[src/rtl/instr_decode_buffer.sv]
// instr_decode_buffer: FIFO of fetched {pc, instr} pairs, decoded at enqueue into RV32I fields,
// raw immediate slices and the extension-select code, with synchronous flush on redirect.
// Ports: clk, rstn (async active-low); flush; in_valid/in_ready/in_pc/in_instr (fetch side);
// out_valid/out_ready/out_pc/out_* fields/immType*/extOp/illegal (decode side).
// Optional: define DECBUF_BYPASS_EN for a zero-latency path from fetch to outputs when empty.
module instr_decode_buffer #(
    parameter int DEPTH = 2
) (
    input  logic        clk,
    input  logic        rstn,
    input  logic        flush,
    input  logic        in_valid,
    output logic        in_ready,
    input  logic [31:0] in_pc,
    input  logic [31:0] in_instr,
    output logic        out_valid,
    input  logic        out_ready,
    output logic [31:0] out_pc,
    output logic [6:0]  out_opcode,
    output logic [4:0]  out_rd,
    output logic [2:0]  out_funct3,
    output logic [4:0]  out_rs1,
    output logic [4:0]  out_rs2,
    output logic [6:0]  out_funct7,
    output logic [11:0] immTypeI,
    output logic [11:0] immTypeS,
    output logic [12:0] immTypeB,
    output logic [19:0] immTypeU,
    output logic [19:0] immTypeJ,
    output logic [2:0]  extOp,
    output logic        illegal
);
    localparam int PW = $clog2(DEPTH);
    localparam int CW = $clog2(DEPTH + 1);
    // entry layout: {pc[67:36], instr[35:4], ext_op[3:1], illegal[0]}
    localparam int EW = 68;

    logic [EW-1:0] mem_q [DEPTH];
    logic [EW-1:0] mem_d [DEPTH];
    logic [PW-1:0] wr_ptr_q, wr_ptr_d, rd_ptr_q, rd_ptr_d;
    logic [CW-1:0] count_q, count_d;
    logic [2:0]    dec_ext;
    logic          dec_ill;
    logic [EW-1:0] in_entry, head;
    logic [31:0]   h_instr;
    logic          empty, full, bypass, push, pop;

    always_comb begin
        dec_ext = 3'd0;
        dec_ill = 1'b0;
        case (in_instr[6:0])
            7'b0110011, 7'b0001111, 7'b1110011: dec_ext = 3'd0;
            7'b0010011, 7'b0000011, 7'b1100111: dec_ext = 3'd1;
            7'b0100011:                         dec_ext = 3'd2;
            7'b1100011:                         dec_ext = 3'd3;
            7'b0110111, 7'b0010111:             dec_ext = 3'd4;
            7'b1101111:                         dec_ext = 3'd5;
            default:                            dec_ill = 1'b1;
        endcase
    end

    assign in_entry = {in_pc, in_instr, dec_ext, dec_ill};
    assign empty    = (count_q == '0);
    assign full     = (count_q == CW'(DEPTH));
    assign in_ready = !full;

`ifdef DECBUF_BYPASS_EN
    // empty buffer with a ready consumer: hand the fetched instruction straight through
    assign bypass = empty && in_valid && out_ready && !flush;
`else
    assign bypass = 1'b0;
`endif

    assign push = in_valid && in_ready && !flush && !bypass;
    assign pop  = !empty && out_ready && !flush;

    always_comb begin
        mem_d = mem_q;
        if (push) mem_d[wr_ptr_q] = in_entry;
        wr_ptr_d = flush ? '0 : push ? ((wr_ptr_q == PW'(DEPTH - 1)) ? '0 : wr_ptr_q + 1'b1) : wr_ptr_q;
        rd_ptr_d = flush ? '0 : pop ? ((rd_ptr_q == PW'(DEPTH - 1)) ? '0 : rd_ptr_q + 1'b1) : rd_ptr_q;
        count_d  = flush ? '0 : count_q + CW'(push) - CW'(pop);
    end

    always_ff @(posedge clk or negedge rstn) begin
        if (!rstn) begin
            mem_q    <= '{default: '0};
            wr_ptr_q <= '0;
            rd_ptr_q <= '0;
            count_q  <= '0;
        end else begin
            mem_q    <= mem_d;
            wr_ptr_q <= wr_ptr_d;
            rd_ptr_q <= rd_ptr_d;
            count_q  <= count_d;
        end
    end

    // empty buffer presents all-zero data
    assign head      = bypass ? in_entry : empty ? '0 : mem_q[rd_ptr_q];
    assign h_instr   = head[35:4];
    assign out_valid = !empty || bypass;
    assign out_pc    = head[67:36];
    assign extOp     = head[3:1];
    assign illegal   = head[0];
    assign out_opcode = h_instr[6:0];
    assign out_rd     = h_instr[11:7];
    assign out_funct3 = h_instr[14:12];
    assign out_rs1    = h_instr[19:15];
    assign out_rs2    = h_instr[24:20];
    assign out_funct7 = h_instr[31:25];
    assign immTypeI   = h_instr[31:20];
    assign immTypeS   = {h_instr[31:25], h_instr[11:7]};
    assign immTypeB   = {h_instr[31], h_instr[7], h_instr[30:25], h_instr[11:8], 1'b0};
    assign immTypeU   = h_instr[31:12];
    assign immTypeJ   = {h_instr[31], h_instr[19:12], h_instr[20], h_instr[30:21]};
endmodule

[config.mk]
export PLATFORM = sky130hd
export DESIGN_NAME = instr_decode_buffer
export DESIGN_NICKNAME = d
export VERILOG_FILES = /design/src/rtl/instr_decode_buffer.sv
export SDC_FILE = /design/constraint.sdc
export NUM_CORES = 1
export LEC_CHECK = 0
export CORE_AREA = 2 2 131 133
export CTS_BUF_LIST = sky130_fd_sc_hd__clkbuf_4 sky130_fd_sc_hd__clkbuf_8 sky130_fd_sc_hd__clkbuf_16
export CTS_CLUSTER_SIZE = 20
export DETAILED_ROUTE_END_ITERATION = 16
export DIE_AREA = 0 0 133 135
export PLACE_DENSITY = 0.85
export SYNTH_ARGS = -nofsm -noshare
export SYNTH_HDL_FRONTEND = slang
export SYNTH_SLANG_ARGS = --single-unit
[constraint.sdc]
create_clock -name clk -period 1.6 [get_ports clk]
set_input_delay 0.32 -clock clk [delete_from_list [all_inputs] [get_ports clk]]
set_output_delay 0.32 -clock clk [all_outputs]
set_load 0.01 [all_outputs]
Word-level counts from Yosys, hierarchy flattened
Index checks and enable logic that the tools add are counted.
Widths: inputs -> output; s select.

word-level totals
  register bits = 140
  input bits = 69
  output and inout bits = 147

cells by class
  add/sub/neg operators = 4
  $lt $le $gt $ge = 3
  equality and inequality tests = 12
  muxes and demuxes = 16
  bitwise logic cells = 2
  reduce and logical (&&, ||, !) cells = 14

operators by type and width
  kind                 count
  $mux 68              5
  $bwmux 136           1
  $demux 68 s1         1
  $eq 7x7->1 const B   4
  $eq 7x6->1 const B   3
  $pmux 3 s5           1
  $eq 7x5->1 const B   2
  $reduce_or 11->1     1
  $eq 7x2->1 const B   1
  $eq 7x4->1 const B   1
  $mux 1               7
  $logic_and 1x1->1    5
  $ge 2x2->1 const B   2
  $not 1->2            2
  $reduce_bool 2->1    2
  $logic_not 1->1      3
  $reduce_or 3->1      1
  $add 1x1->1 const B  2
  $add 2x1->2          1
  $eq 2x2->1 const B   1
  $logic_not 2->1      1
  $lt 2x1->1 const B   1
  $mux 2               1
  $reduce_or 2->1      1
  $sub 2x1->2          1

Depth between registers and ports, before layout
  word-level depth = 7
  depth in mapped cells = 8
  gate-level depth less buffers = 8

Least setup slack after synthesis
Ideal clock, no wire load.

  path type = register to output
  start = register rd_ptr_q
  end = output immTypeI[10]
  arrival time = 1.601 ns
  data required time = 1.280 ns
  slack = -0.321 ns
  cell stages (with the launch flop) = 6
  buffers on the path = 3
  cells stage by stage = dfrtp_1 -> clkbuf_1 -> clkbuf_1 -> mux2i_1 -> nor2_1 -> buf_4

on the way
  cells in the longest elaborated chain, start to end = 5

ends and longest elaborated chain
  what                                        RTL line  source
  start, declared                             40        logic [PW-1:0] wr_ptr_q, wr_ptr_d, rd_ptr_q, rd_ptr_d;
  start signal, assigned                      94        rd_ptr_q <= rd_ptr_d;
  $not 1->2 (not written as such)             100       assign head = bypass ? in_entry : empty ? '0 : mem_q[rd_ptr_q];
  $mux 68 (not written as such) (3 in a row)  100
  $mux 68                                     100
  end, declared                               25        output logic [11:0] immTypeI,

No other way between the ends. The select of a mux whose other input is x is not followed.

Final worst setup path
  start = register rd_ptr_q
  end = output out_pc[25]

on the way
  cells in the longest elaborated chain, start to end = 5

ends and longest elaborated chain
  what                                        RTL line  source
  $not 1->2 (not written as such)             100
  $mux 68 (not written as such) (3 in a row)  100
  $mux 68                                     100
  end, declared                               18        output logic [31:0] out_pc,

No other way between the ends. The select of a mux whose other input is x is not followed.

==> flow_summary.json <==
{
  "max_freq_mhz": 468,
  "p_switching_uw": 5430,
  "rrSetupSlack_ps": -350,
  "drt_iter0_drc": 204,
  "wl_per_cell_um": 20.7,
  "netlist_instances": 563,
  "r2r-start": "count_q[1]",
  "synth_nets": 634,
  "layout_setup_ws_ps": -538,
  "crit_fanout": 4,
  "status": "complete, but fails checks",
  "drc": 0,
  "ctsLongestPathBuffers": 2,
  "cts_tree": "done",
  "yosys-top-cells-area": "dfrtp_1 (50%), mux2_2 (19%), mux2i_1 (9.8%)",
  "hold_violations": 0,
  "antennaDiodeCount": 0,
  "yosysWarnings": 0,
  "worstPathRequired_ps": 1280,
  "syn2layout_area_growth_pct": 60.0,
  "drive_above_1_share_pct": 58.7,
  "nNetsFinal": 873,
  "core_um2": 16400,
  "worstPathArrival_ps": 1820,
  "clkPwrFrac_pct": 25.2,
  "cts-root-buf": "clkbuf_16",
  "cts_buffers": 17,
  "grt_pass1_vias": 5626,
  "startpoint_type": "flop",
  "synth_area_um2": 6980,
  "port_buffers": 214,
  "h-tree-depth": 4,
  "cts.clk_slew.worst_paths_ps": 60,
  "place_congestion": 0.766,
  "crit_path_end_kind": "output port",
  "min_path_type": "input pin to asynchronous set/reset pin",
  "netlist-cell-type-count": 32,
  "routed_via_density": 5.12,
  "rows": 47,
  "switching_share_pct": 31.1,
  "overflow": 0,
  "dpl.hpwl_um": 11100,
  "power_density_nw_per_um2": 1570,
  "power_uw": 17500,
  "synth.top_cell.area_share_pct": 50.2,
  "r2r_end": "mem_q[25]",
  "path_class": "flop to output port",
  "cts.sinks": 140,
  "track_usage_pct": 22.6,
  "layout_min_cycle_time_ps": 2140,
  "setup_viol": 283,
  "io-pin-count": 216,
  "ys_ff_latch": 140,
  "grt_pass1_wl_um": 30900,
  "skew_ps": 6.56,
  "maxCapViolCount": 0,
  "p_comb_share_pct": 42.5,
  "dieArea_um2": 18000,
  "antenna_found_initial": 0,
  "p_int_uw": 12000,
  "synth_top_cell_by_area": "dfrtp_1",
  "fp.dieW_um": 133,
  "peakVddDrop_mv": 0.925,
  "totalWireLength_um": 21400,
  "worstSkewPairLatency_ps": 420,
  "drv_slew": 0,
  "seqPwrFrac_pct": 32.3,
  "drtPass1Iterations": 4,
  "via_count": 5295,
  "rsz0062_at_grt": "true",
  "fin_util_pct": 68.0,
  "leakagePower_uw": 0.00523,
  "violations": "negative setup slack",
  "die_h_um": 135,
  "postSynthAreaPerCell_um2": 12.4,
  "fin_crit_sh_pct": 134,
  "drtAntennaViolNets": 0,
  "reg2regPathDepth": 7,
  "grt_max_degree": 49,
  "yosysSeqAreaShare_pct": 50.2,
  "initial_core_util_pct": 42.5,
  "num-fill-cells": 1080
}
[cell type report]
cell class | instances | area (um^2) | area share (%)
Clock buffer | 21 | 468 | 4.19
Clock inverter | 11 | 190 | 1.70
Inverter | 4 | 22.5 | 0.202
Multi-Input combinational cell | 312 | 3380 | 30.3
Sequential cell | 140 | 3510 | 31.4
Tap cell | 220 | 275 | 2.47
Timing Repair Buffer | 327 | 3320 | 29.7
[worst max path at each step]
| stage | from | end | slack, ps |
|---|---|---|---|
| CTS | rd_ptr_q | immTypeI[8] | -520 |
| global route | rd_ptr_q | out_pc[25] | -590 |
| finish | rd_ptr_q | out_pc[25] | -540 |
| detailed placement | flush | mem_q[50] | -520 |
| global placement | flush | mem_q[49] | -480 |
| floorplan | count_q[1] | mem_q[48] | -80 |
[worst max-delay path, stage by stage, from the launching register on]
cell and delay [ps]:
dfrtp_4 530, buf_12 170, buf_12 140, clkbuf_16 160
mux2i_1 200, nor2_1 60, buf_2 140
[cells in the mapped netlist, drive strengths merged]
master / instances
buf: 97
nand4b: 1
a21o: 1
nand3: 2
nor3: 1
inv: 4
dfrtp: 140
xnor2: 1
xor2: 2
nand2: 2
nand3b: 1
o41ai: 1
clkbuf: 11
nor4: 1
a211oi: 2
nand2b: 4
ha: 2
o21ai: 1
or3: 2
or3b: 2
mux2i: 68
o31ai: 3
mux2: 134
conb: 1
nor2: 72
a21oi: 2
a2111oi: 1
nor2b: 4
[registers in the layout (all words and copies together), names as in the netlist]
| register | flops |
|---|---|
| count_q | 2 |
| mem_q | 136 |
| rd_ptr_q | 1 |
| wr_ptr_q | 1 |
[through the flow]
step,worst slack [ps],area (um^2),TNS (ps),cells,hold slack (ps)
5_1_grt,-594,11200,-111370,1035,342
3_5_place_dp,-521,9130,-105160,930,230
3_3_place_gp,-484,9130,-99740,930,232
4_1_cts,-525,10300,-104420,1015,339
6_report,-538,11200,-97090,1035,344
2_1_floorplan,-81.6,7020,-3830,563,24.4
[cells in the final DEF, fill, tap and decap left out, types with 6 or more instances in the layout]
master,count
mux2i_1,53
clkdlybuf4s50_1,66
buf_4,40
mux2_4,87
buf_2,100
buf_16,16
buf_12,21
clkbuf_16,20
nor2_1,54
dfrtp_1,139
mux2i_2,9
mux2_2,46
mux2i_4,6
nor2_2,11
buf_6,76
nor2_4,7
[kinds of logic after synthesis]
logic type	count (synthesis)	synth area share (%)
flops	140	50.2
fa+ha+maj	2	0.359
simple gates	92	5.67
mux	202	31.4
xor+xnor	3	0.377
buf+inv	112	10.8
other cells	1	0.0538
compound gates	11	1.11
[power by group through the flow]
stage / clock (uW) / combinational [uW] / sequential, uW
2_1_floorplan: 0 / 3680 / 5270
3_3_place_gp: 0 / 5660 / 5390
3_5_place_dp: 0 / 5830 / 5500
4_1_cts: 4460 / 6230 / 5500
5_1_grt: 4640 / 7850 / 5780
6_report: 4400 / 7430 / 5650
[metal layers]
layer / wire (um) / vias to the layer above / share of wire, % / global-route usage, %
met5: 0 / - / 0 / 0
li1: - / 2339 / - / -
met2: 11400 / 213 / 53 / 40.4
met1: 8480 / 2698 / 40 / 26.1
met3: 987 / 45 / 4.6 / 5.29
met4: 609 / 0 / 2.8 / 9.20
[repair_timing]
action | CTS | global route
gates resized for setup | 702 | 161
pin swaps | 29 | 41
setup endpoints to repair | 283 | 284
endpoints found under the hold margin | 29 | 0
setup buffers | 33 | 29
cloned | 20 | 3
hold buffers | 1 | 0
No activity file was read; power rests on OpenSTA's default activity.
